File: config.mk
export PLATFORM = sky130hd
export DESIGN_NAME = sram_responder
export DESIGN_NICKNAME = d
export VERILOG_FILES = /design/src/rtl/sram_responder.sv
export SDC_FILE = /design/constraint.sdc
export NUM_CORES = 1
export LEC_CHECK = 0
export CORE_MARGIN = 1
export CORE_UTILIZATION = 42
export CTS_CLUSTER_DIAMETER = 150
export CTS_CLUSTER_SIZE = 14
export DETAILED_ROUTE_END_ITERATION = 10
export GPL_ROUTABILITY_DRIVEN = 0
export PLACE_DENSITY = 0.79
export SKIP_CTS_REPAIR_TIMING = 1
export SYNTH_ARGS = -nofsm -noshare
export SYNTH_HDL_FRONTEND = slang
export SYNTH_SLANG_ARGS = --single-unit
File: constraint.sdc
create_clock -name clk -period 2.7 [get_ports clk]
set_input_delay 0.405 -clock clk [delete_from_list [all_inputs] [get_ports clk]]
set_output_delay 0.405 -clock clk [all_outputs]
set_load 0.1 [all_outputs]
File: src/rtl/sram_responder.sv
// rtl/sram_responder.sv - memory-bus responder serving word/byte requests from an async 16-bit SRAM
module sram_responder #(
    parameter int ADDR_W      = 16,
    parameter int WAIT_STATES = 2
) (
    input  logic              clk,
    input  logic              rst_n,
    input  logic              en,
    input  logic              write_enable,
    input  logic              byte_enable,
    input  logic              byte_select,
    input  logic [15:0]       addr,
    input  logic [15:0]       data_in,
    output logic [15:0]       data_out,
    output logic              mem_wait,
    output logic [ADDR_W-1:0] sram_addr,
    output logic [15:0]       sram_dq_out,
    output logic              sram_dq_oe,
    input  logic [15:0]       sram_dq_in,
    output logic              sram_ce_n,
    output logic              sram_oe_n,
    output logic              sram_we_n,
    output logic              sram_ub_n,
    output logic              sram_lb_n
);

    typedef enum logic [1:0] {
        IDLE,
        SETUP,
        ACCESS,
        DONE
    } state_t;

    localparam logic [3:0] CNT_LOAD = 4'(WAIT_STATES - 1);

    state_t            state_q, state_d;
    logic [3:0]        cnt_q, cnt_d;
    logic              req_we_q, req_we_d;
    logic              req_be_q, req_be_d;
    logic              req_sel_q, req_sel_d;
    logic [ADDR_W-1:0] addr_q, addr_d;
    logic [15:0]       dq_out_q, dq_out_d;
    logic [15:0]       dout_q, dout_d;
    logic              dq_oe_q, dq_oe_d;
    logic              ce_n_q, ce_n_d;
    logic              oe_n_q, oe_n_d;
    logic              we_n_q, we_n_d;
    logic              ub_n_q, ub_n_d;
    logic              lb_n_q, lb_n_d;
    logic              strobe_on;
    logic [15:0]       rd_lane;

    // Byte reads are zero-extended from the lane named by the latched request.
    always_comb begin
        rd_lane = sram_dq_in;
        if (req_be_q) begin
            rd_lane = {8'h00, req_sel_q ? sram_dq_in[15:8] : sram_dq_in[7:0]};
        end
    end

    always_comb begin
        state_d   = state_q;
        cnt_d     = cnt_q;
        req_we_d  = req_we_q;
        req_be_d  = req_be_q;
        req_sel_d = req_sel_q;
        addr_d    = addr_q;
        dq_out_d  = dq_out_q;
        dout_d    = dout_q;
        case (state_q)
            IDLE: begin
                if (en) begin
                    state_d   = SETUP;
                    req_we_d  = write_enable;
                    req_be_d  = byte_enable;
                    req_sel_d = byte_select;
                    addr_d    = addr[ADDR_W-1:0];
                    if (write_enable) begin
                        dq_out_d = byte_enable ? {data_in[7:0], data_in[7:0]} : data_in;
                    end
                end
            end
            SETUP: begin
                cnt_d   = CNT_LOAD;
                state_d = ACCESS;
            end
            ACCESS: begin
                if (cnt_q == 4'd0) begin
                    state_d = DONE;
                    if (!req_we_q) begin
                        dout_d = rd_lane;
                    end
                end else begin
                    cnt_d = cnt_q - 4'd1;
                end
            end
            DONE: begin
                state_d = IDLE;
            end
            default: begin
                state_d = IDLE;
            end
        endcase
    end

    // Strobes are registered from the next state so the SRAM pins never glitch.
    always_comb begin
        strobe_on = (state_d == SETUP) || (state_d == ACCESS);
        ce_n_d    = !strobe_on;
        ub_n_d    = !(strobe_on && (!req_be_d || req_sel_d));
        lb_n_d    = !(strobe_on && (!req_be_d || !req_sel_d));
        oe_n_d    = !((state_d == ACCESS) && !req_we_d);
        we_n_d    = !((state_d == ACCESS) && req_we_d);
        dq_oe_d   = req_we_d && (state_d != IDLE);
    end

    always_ff @(posedge clk) begin
        if (!rst_n) begin
            state_q   <= IDLE;
            cnt_q     <= 4'd0;
            req_we_q  <= 1'b0;
            req_be_q  <= 1'b0;
            req_sel_q <= 1'b0;
            addr_q    <= '0;
            dq_out_q  <= 16'h0000;
            dout_q    <= 16'h0000;
            dq_oe_q   <= 1'b0;
            ce_n_q    <= 1'b1;
            oe_n_q    <= 1'b1;
            we_n_q    <= 1'b1;
            ub_n_q    <= 1'b1;
            lb_n_q    <= 1'b1;
        end else begin
            state_q   <= state_d;
            cnt_q     <= cnt_d;
            req_we_q  <= req_we_d;
            req_be_q  <= req_be_d;
            req_sel_q <= req_sel_d;
            addr_q    <= addr_d;
            dq_out_q  <= dq_out_d;
            dout_q    <= dout_d;
            dq_oe_q   <= dq_oe_d;
            ce_n_q    <= ce_n_d;
            oe_n_q    <= oe_n_d;
            we_n_q    <= we_n_d;
            ub_n_q    <= ub_n_d;
            lb_n_q    <= lb_n_d;
        end
    end

    assign mem_wait    = ((state_q == IDLE) && en) || (state_q == SETUP) || (state_q == ACCESS);
    assign data_out    = dout_q;
    assign sram_addr   = addr_q;
    assign sram_dq_out = dq_out_q;
    assign sram_dq_oe  = dq_oe_q;
    assign sram_ce_n   = ce_n_q;
    assign sram_oe_n   = oe_n_q;
    assign sram_we_n   = we_n_q;
    assign sram_ub_n   = ub_n_q;
    assign sram_lb_n   = lb_n_q;

endmodule

# == Yosys cells after proc, flatten, opt, wreduce, memory -nomap -nowiden ==
# Index checks and enable logic that the tools add are counted.
# word_totals
reg_bits,63
input_bits,54
out_inout_bits,55
# op_classes
add_sub_neg,1
n_eq_ne,6
mux,14
n_bitwise,1
reduce_logical,27
# op_table
op,n
$mux W16,2
$logic_not A1 Y1,8
$mux W8,1
$pmux W2 S4,1
$pmux W4 S2,1
$eq A2 B2 Y1 const B,3
$logic_and A1 B1 Y1,6
$mux W1,6
$reduce_and A3 Y1,2
$logic_or A1 B1 Y1,5
$eq A2 B1 Y1 const B,2
$logic_not A4 Y1,1
$mux W2,2
$mux W4,1
$reduce_and A2 Y1,2
$reduce_bool A2 Y1,2
$sub A4 B1 Y4 const B,1
$logic_not A2 Y1,1
$ne A2 B2 Y1 const B,1
$not A1 Y1,1

# == Longest topological paths before layout ==
# logic_depth
word_depth,7
ltp_mapped,8

# == Least setup slack after synthesis ==
# Ideal clock, no wire load.
# synth_path
kind,flip-flop to flip-flop
from,register cnt_q[0]
to,"register lb_n_q, in the netlist sram_lb_n"
arrival_ns,1.905
slack_ns,0.661
path_stages_with_launch,9
path_cell_list,dfxtp_1 -> inv_1 -> ha_1 -> or3b_2 -> o21ai_0 -> o22ai_1 -> ha_1 -> nor2_1 -> o211ai_1
# synth_between
elab_chain_len,7
elab_cells_between_ends,8
# synth_lines
element,line,text
start: declaration,37,"logic [3:0] cnt_q, cnt_d;"
start signal: assignment,135,cnt_q <= cnt_d;
$logic_not A4 Y1 (*),88,if (cnt_q == 4'd0) begin
$mux W2 (*),88,
$pmux W2 S4 (*),70,case (state_q)
$eq A2 B1 Y1 / $eq A2 B2 Y1 (equally long branches),108,strobe_on = (state_d == SETUP) || (state_d == ACCESS);
$logic_or A1 B1 Y1 (*),108,
$logic_and A1 B1 Y1 (*),111,lb_n_d = !(strobe_on && (!req_be_d || !req_sel_d));
$logic_not A1 Y1 (*),111,
end signal: assignment,147,lb_n_q <= lb_n_d;
end: declaration,49,"logic lb_n_q, lb_n_d;"
# Every way passes the cells marked *; elsewhere a longest branch is shown, timed or not.
# A chain may end at the register's enable or synchronous reset.

# == Final worst setup path ==
# Ends and elaborated chain as after synthesis.

==> impl_metrics.toml <==
[status]
status = "complete, no violations"

[synthesis]
synth_top_cell_area_share = 0.487
ys_warn_count = 0
synth-edff-count = 0
synth_area_leaders = "dfxtp_1 49%, nand2_1 9.7%, mux2i_1 9.3%"
synth_fp_nets = 355
syn_avg_cell_area_um2 = 8.84
synthArstFlopShare = 0
post_synth_most_frequent_cells = "67 x nand2_1, 63 x dfxtp_1, 29 x a21oi_1"
yosysTopAreaCell = "dfxtp_1"
synth_cells = 293
synth_area_mm2 = 0.00259
yosysUniqueCellTypes = 34
synth_most_common_cell = "nand2_1"
ys_seq_area_frac = 0.487
ys.flop_type = "dfxtp_1"
ys_ff_latch = 63

[grt]
grt_max_degree = 42
grt_pass1_wl_um = 10600
antenna_found_initial = 0
grt_pass1_vias = 2359
grt-ovfl-total = 0
gr-usage-all-layers = 0.215

[setup_path]
crit_start = "cnt_q[0]$_SDFFE_PN0P_"
worst-path-max-fanout = 5
max_stage_delay_ns = 0.49
cp.arrival_ns = 2.45
cpLargestDelayFamily = "simple AND/OR/NAND/NOR gates"
endpoint = "sram_lb_n$_SDFF_PN1_"
reg2reg_depth = 8
rr_startpoint = "cnt_q[0]$_SDFFE_PN0P_"
crit_top_cell = "ha_1"
path_cells = "inv_1, ha_1, or3b_2, o21ai_0, o22ai_1, ha_1, nor2_1, o211ai_1"
end_kind = "register"
critPathLaunchType = "register"
crit_slowest_cell = "or3b_2"
worst-path-buf-inv = 1
r2r_end = "sram_lb_n$_SDFF_PN1_"
cp.required_ns = 2.89
crit_type = "register to register"
reg2reg_slack_ns = 0.44
worst-path-stages = 8

[detailed_routing]
totalWireLength_um = 6430
via_per_inst = 5.02
drc = 0
first_iter_violations = 84
vias = 2384
dr.pass1.iters = 5
wl_per_cell_um = 13.5
drt.antenna.violating_nets = 0

[timing]
post-route-min-period_ns = 2.26
slew_violations = 0
fin_setup_tns_ns = 0
setup_viol = 0
rsz0062_at_grt = "false"
finClkSkew_ns = 0.00836
fin_crit_sh = 0.836
max-slew-margin-rel = 0.529
fmax_mhz = 443
hold_viol = 0
tightest_slew_ns = 0.707

[die]
io_pins = 109
die_h_um = 80.5
core_mm2 = 0.00592
start_util = 0.437
die_w_um = 80.5
dieArea_mm2 = 0.00648
num_rows = 28

[finish]
drive_above_1_share = 0.195
fillers = 514
finalCoreUtilization = 0.640
antennaDiodeCount = 0
area_growth_pct = 46.4
nets = 458

[worst_hold_path]
whs_path_depth = 2
worstHoldPathType = "register to register"

[clocking]
clkTransAtPathRegs_ns = 0.07
clock_latency_ns = 0.33
cts_buffer_depth = 2
cts_tree = "built"
htree_levels = 3
root_buffer = "clkbuf_8"
numCtsBuffers = 9
cts.sinks = 63

[place]
io_buffer_count = 108
hpwlAfterDp_um = 4610

[power_and_ir_drop]
power.density_mw_per_mm2 = 1160
leakage_nw = 1.61
power_mw = 4.38
worst_ir_drop_vdd_mv = 0.699

[job]
drv_cap = 0
layout by cell type, fill, tap and decap left out, drive strengths merged:
cell type and instances:
nand2 67, dfxtp 63, buf 59, clkdlybuf4s50 53, a21oi 29, mux2i 24, nor2 13, clkbuf 12
nand3b 11, o21ai 10, o211ai 9, inv 9, a211oi 8, ha 8, nand3 6, o32ai 2
bufinv 2, or3b 2, o22ai 1, and2 1, and3 1, nor2b 1, nor4 1, o31a 1
nand2b 1, nor3 1, a31oi 1, or3 1, o211a 1, o221a 1, clkinvlp 1
per-stage QoR:
stage	instance area, um2	hold WS (ns)	setup slack [ns]	std cells
floorplan	2590	0.444	0.661	293
CTS	3790	0.457	0.455	475
global placement	3580	0.443	0.541	460
detailed placement	3580	0.448	0.472	460
global route	3790	0.482	0.265	475
finish	3790	0.459	0.442	475
layout make-up:
type / count / area (um2) / area share
Clock buffer: 12 / 145 / 0.0383
Clock inverter: 3 / 67.6 / 0.0178
Inverter: 9 / 33.8 / 0.00891
Multi-Input combinational cell: 201 / 1200 / 0.317
Sequential cell: 63 / 1260 / 0.333
Tap cell: 75 / 93.8 / 0.0248
Timing Repair Buffer: 112 / 986 / 0.260
power by group:
| group | leakage, nW | total [mW] | internal, mW | switching [mW] |
|---|---|---|---|---|
| Clock | 0.103 | 0.891 | 0.541 | 0.350 |
| Sequential | 0.515 | 1.22 | 1.12 | 0.107 |
| Combinational | 0.989 | 2.27 | 0.565 | 1.70 |
| Total | 1.61 | 4.38 | 2.22 | 2.16 |
worst min-delay path: stages (launching register included):
cell	delay, ns
dfxtp_1	0.31
nand2_1	0.05
a21oi_1	0.05
logic make-up (layout without fill, tap and decap cells):
family | count (synthesis) | in the layout | share of synthesized area
AND/OR/NAND/NOR | 106 | 106 | 0.184
AO/OA/AOI/OAI | 63 | 63 | 0.150
flip-flops | 63 | 63 | 0.487
buffers and inverters | 29 | 136 | 0.0483
multiplexers | 24 | 24 | 0.0928
adder cells (fa/ha/maj) | 8 | 8 | 0.0386
how the worst min path moves through the flow:
stage	from	end	slack, ns
2_1_floorplan	req_sel_q$_SDFF_PN0_	req_sel_q$_SDFF_PN0_	0.44
3_3_place_gp	sram_addr[9]$_SDFFE_PN0P_	sram_addr[9]$_SDFFE_PN0P_	0.44
3_5_place_dp	sram_addr[6]$_SDFFE_PN0P_	sram_addr[6]$_SDFFE_PN0P_	0.45
4_1_cts	sram_addr[6]$_SDFFE_PN0P_	sram_addr[6]$_SDFFE_PN0P_	0.46
5_1_grt	sram_dq_out[1]$_SDFFE_PN0P_	sram_dq_out[1]$_SDFFE_PN0P_	0.48
6_report	sram_addr[6]$_SDFFE_PN0P_	sram_addr[6]$_SDFFE_PN0P_	0.46
flip-flops by register name, summed over array words and instances, names as in the netlist:
register / cells
sram_oe_n: 1
sram_addr: 16
req_sel_q: 1
sram_ub_n: 1
data_out: 16
sram_dq_oe: 1
cnt_q: 4
sram_ce_n: 1
req_be_q: 1
sram_we_n: 1
sram_dq_out: 16
state_q: 2
sram_lb_n: 1
req_we_q: 1
metal layers:
layer,vias to the layer above,track usage,part of all wire
met5,-,0,0
met4,0,0.100,0.021
met3,12,0.0727,0.091
met2,91,0.350,0.46
met1,1073,0.252,0.43
li1,1208,-,-
Power figures use the tool's default switching activity.
